--- config.mk ---
export PLATFORM = sky130hd
export DESIGN_NAME = route_32_bit
export DESIGN_NICKNAME = d
export VERILOG_FILES = /design/src/rtl/route_32_bit.sv
export SDC_FILE = /design/constraint.sdc
export NUM_CORES = 1
export LEC_CHECK = 0
export CORE_UTILIZATION = 29
export CTS_CLUSTER_SIZE = 40
export DETAILED_ROUTE_END_ITERATION = 10
export SLEW_MARGIN = 5
export SYNTH_ARGS = -nofsm -noshare
export SYNTH_HDL_FRONTEND = slang
export SYNTH_SLANG_ARGS = --single-unit
--- constraint.sdc ---
create_clock -name clk -period 3.5 [get_ports clk]
set_input_delay 1.05 -clock clk [delete_from_list [all_inputs] [get_ports clk]]
set_output_delay 1.05 -clock clk [all_outputs]
set_load 0.01 [all_outputs]
--- src/rtl/route_32_bit.sv ---
// One-to-two word router. Each destination has its own registered output slot
// with a valid/ready handshake and a wrapping delivery counter for debug.
module route_32_bit #(
  parameter int WIDTH     = 32,
  parameter int CNT_WIDTH = 16
) (
  input  logic                 clk,
  input  logic                 rst,
  input  logic [WIDTH-1:0]     data_in,
  input  logic                 control,
  input  logic                 in_valid,
  output logic                 in_ready,
  output logic [WIDTH-1:0]     result_one,
  output logic                 one_valid,
  input  logic                 one_ready,
  output logic [WIDTH-1:0]     result_two,
  output logic                 two_valid,
  input  logic                 two_ready,
  output logic [CNT_WIDTH-1:0] count_one,
  output logic [CNT_WIDTH-1:0] count_two
);

  logic slot_one_free, slot_two_free;
  logic accept_one, accept_two;
  logic deliver_one, deliver_two;

  // A slot is free when empty or being drained this cycle, which is what
  // allows one word per cycle per destination.
  assign slot_one_free = !one_valid || one_ready;
  assign slot_two_free = !two_valid || two_ready;
  assign in_ready      = control ? slot_two_free : slot_one_free;

  assign accept_one  = in_valid && !control && slot_one_free;
  assign accept_two  = in_valid &&  control && slot_two_free;
  assign deliver_one = one_valid && one_ready;
  assign deliver_two = two_valid && two_ready;

  // NOTE: state registers use non-blocking assignments so every flop samples
  // pre-edge values regardless of statement order.
  always_ff @(posedge clk) begin
    if (rst) begin
      result_one <= '0;
      result_two <= '0;
      one_valid  <= 1'b0;
      two_valid  <= 1'b0;
      count_one  <= '0;
      count_two  <= '0;
    end else begin
      if (accept_one) begin
        result_one <= data_in;
        one_valid  <= 1'b1;
      end else if (deliver_one) begin
        one_valid  <= 1'b0;
      end

      if (accept_two) begin
        result_two <= data_in;
        two_valid  <= 1'b1;
      end else if (deliver_two) begin
        two_valid  <= 1'b0;
      end

      if (deliver_one) count_one <= count_one + CNT_WIDTH'(1);
      if (deliver_two) count_two <= count_two + CNT_WIDTH'(1);
    end
  end

endmodule

==> metrics.log <==
INFO  metric pre_cts_slack = -8.80 ps
INFO  metric num_vias = 3510
INFO  metric max-cap-violations = 0
INFO  metric synth_sequential_area_ratio = 52.9%
INFO  metric pin_count_of_the_biggest_net_entering_global_routing = 50
INFO  metric finalWirelength = 10200 µm
INFO  metric synth_largest_area_cell = sky130_fd_sc_hd__dfxtp_1
INFO  metric number_of_antenna_cells_inserted = 0
INFO  metric place.detailed.hpwl = 7120 µm
INFO  metric dp.cells = 745
INFO  metric finalClockSkew = 5.67 ps
INFO  metric rr_worst_depth = 4
INFO  metric final.period_utilization = 88.2%
INFO  metric cts_root_buffer = sky130_fd_sc_hd__clkbuf_16
INFO  metric io_port_bufs = 136
INFO  metric yosysUniqueCellTypes = 33
INFO  metric fp.dieArea = 13200 µm²
INFO  metric final_setup_violations = 0
INFO  metric worstHoldPathType = reg -> reg
INFO  metric area_growth = 49.6%
INFO  metric routabilityCongestion = 0.761
INFO  metric layout_commonest_cell = sky130_fd_sc_hd__nand2_1
INFO  metric clkSinkCount = 98
INFO  metric crit_required = 2450 ps
INFO  metric setup-tns-final = 0 ps
INFO  metric min_delay_worst_endpoint = result_two[30]$_SDFFE_PP0P_
INFO  metric end_kind = primary output
INFO  metric hold-path-cell-count = 2
INFO  metric synth_top_area_share = 52.9%
INFO  metric cts.reportedPaths.clkPinSlew = 60 ps
INFO  metric setup_repair_after_global_routing_missed_its_margin = no
INFO  metric syn_nets = 493
INFO  metric critPathKind = in -> out
INFO  metric result_of_the_run = finished, final reports clean
INFO  metric routed_wire_length_per_instance = 13.4 µm
INFO  metric arrival_time_reported_for_the_critical_path_endpoint = 2040 ps
INFO  metric detailedRoute.firstIterationViolations = 214
INFO  metric timing.critical_path.max_delay_family = buffers and inverters
INFO  metric drt-pass1-iter-count = 5
INFO  metric grt_overflow = 0
INFO  metric max-vdd-ir-drop = 0.272 mV
INFO  metric total_standard_cell_area_after_synthesis = 3710 µm²
INFO  metric via_per_inst = 4.62
INFO  metric grt_antenna_before_repair = 0
INFO  metric detail_route.drc_violations = 0
INFO  metric relSlewSlack = 64.3%
INFO  metric dieHeight = 115 µm
INFO  metric synthTopCellsByArea = sky130_fd_sc_hd__dfxtp_1 (53%), sky130_fd_sc_hd__nand2_1 (14%), sky130_fd_sc_hd__a21oi_1 (10%)
INFO  metric power_density = 415 nW/µm²
INFO  metric rows = 40
INFO  metric max_slew.worst_pin.slew = 535 ps
INFO  metric path_max_fanout = 2
INFO  metric postLayoutSetupSlackWorst = 414 ps
INFO  metric hold_viol_final = 0
INFO  metric layout-drive-gt1-share = 5.74%
INFO  metric num-nets-final = 628
INFO  metric cts_made_buffers = 9
INFO  metric clock_path_buffers = 2
INFO  metric power.static_leakage = 1.95 nW
INFO  metric first_global_vias = 3296
INFO  metric cp_startpoint_kind = primary input
INFO  metric min_delay_src = result_two[30]$_SDFFE_PP0P_
INFO  metric final_cell_count_no_fill = 760
INFO  metric syn_area_per_cell = 8.18 µm²
INFO  metric die_x = 115 µm
INFO  metric layout_common_cells = sky130_fd_sc_hd__nand2_1 (141), sky130_fd_sc_hd__clkdlybuf4s50_1 (134), sky130_fd_sc_hd__dfxtp_1 (98)
INFO  metric antenna_violating_nets_post_route = 0
INFO  metric power.total = 2.30 mW
INFO  metric tritoncts = yes
INFO  metric max_clock_freq = 324 MHz
INFO  metric clk_latency = 340 ps
INFO  metric cp_num_buf_inv = 2
INFO  metric worst_r2r_startpoint = count_one[2]$_SDFFE_PP0P_
INFO  metric htree_levels = 3
INFO  metric seq_cells_post_synth = 98
INFO  metric regToRegSetupSlack = 1830 ps
INFO  metric finish.utilization = 45.4%
INFO  metric timing_max_transition_violations_final = 0
INFO  metric grtUsageTotal = 16.0%
INFO  metric core_ar = 12200 µm²
INFO  metric cp_slowest_cell = sky130_fd_sc_hd__clkdlybuf4s50_1
INFO  metric crit_path_max_incr_delay = 510 ps
INFO  metric timing.rr.end = count_one[14]$_SDFFE_PP0P_
INFO  metric synthesis.yosys.warnings = 0
INFO  metric min_period = 3090 ps
INFO  metric postSynthCellCount = 453
INFO  metric floorplan.initialDensity = 30.3%
INFO  metric top_level_ports = 137
INFO  metric worstPathCellList = clkdlybuf4s50_1 -> nand2b_4 -> nor2_1 -> a21oi_1 -> dlymetal6s2s_1
INFO  metric wire_length_of_the_first_global_routing_pass = 16400 µm
[worst min-delay path: cells and delay by family, from the launching register on]
family | cells | cell delay (ps)
and+or+nand+nor | 1 | 50
AOI/OAI and AO/OA | 1 | 50
DFF | 1 | 310
[how the worst max path moves through the flow]
stage	cells past startpoint	from	slack (ps)	to
floorplan	3	one_ready	1030	in_ready
global placement	5	one_ready	-4	in_ready
detailed placement	5	one_ready	-9	in_ready
CTS	5	one_ready	20	in_ready
global route	5	one_ready	350	in_ready
finish	5	one_ready	410	in_ready
[state kept, by name, summed over array words and instances (netlist names)]
signal,flops
result_one,32
two_valid,1
result_two,32
one_valid,1
count_two,16
count_one,16
[cells in the mapped netlist, drive strengths merged]
cell / count
nand2: 141
dfxtp: 98
a21oi: 76
nor2: 26
clkbuf: 21
xor2: 16
nand3: 13
nand4: 10
and4: 7
xnor2: 6
buf: 5
o21ai: 5
or3: 5
nand2b: 4
nor2b: 4
and2: 3
and3: 2
ha: 2
nor3: 2
inv: 1
mux2: 1
nor4: 1
o31ai: 1
o41ai: 1
or4: 1
or4b: 1
[repair_timing]
item | CTS | global route
cloned | 0 | 0
buffers inserted | 0 | 0
gates resized for setup | 1 | 1
setup endpoints to repair | 1 | 1
hold buffers | 0 | 0
[layer usage]
layer  vias up  track usage (%)  share of wire [%]
met5         -                0                  0
li1       1775                -                  -
met3        12             6.96                7.7
met1      1618             18.9                 45
met2       105             26.2                 46
met4         0             4.76                1.4
[where the power goes]
group	internal, mW	switching (mW)	total [mW]	leakage (nW)
sequential	1.15	0.0228	1.18	0.797
clock	0.476	0.401	0.877	0.122
combinational	0.131	0.119	0.249	1.03
[cell type report]
| class | count | area (µm²) |
|---|---|---|
| Clock inverter | 3 | 17.5 |
| Fill cell | 1231 | 6670 |
| Multi-Input combinational cell | 328 | 1650 |
| Inverter | 1 | 3.75 |
| Tap cell | 168 | 210 |
| Sequential cell | 98 | 1960 |
| Clock buffer | 12 | 236 |
| Timing Repair Buffer | 150 | 1470 |
[per-stage QoR]
step,hold slack [ps],instance area (µm²)
after floorplan,481,3710
after global routing,472,5550
after CTS,455,5540
after detailed placement,446,5280
after global placement,442,5280
final,452,5550
[logic make-up after synthesis]
kind of cell / Yosys count / share of synthesized area [%]
AND/OR/NAND/NOR: 220 / 26.6
buffers and inverters: 27 / 2.90
XOR/XNOR: 22 / 5.20
AO/OA/AOI/OAI: 83 / 11.4
multiplexers: 1 / 0.304
flip-flops: 98 / 52.9
adder cells (fa/ha/maj): 2 / 0.675
Note: power is estimated with default switching activity, not from simulation.
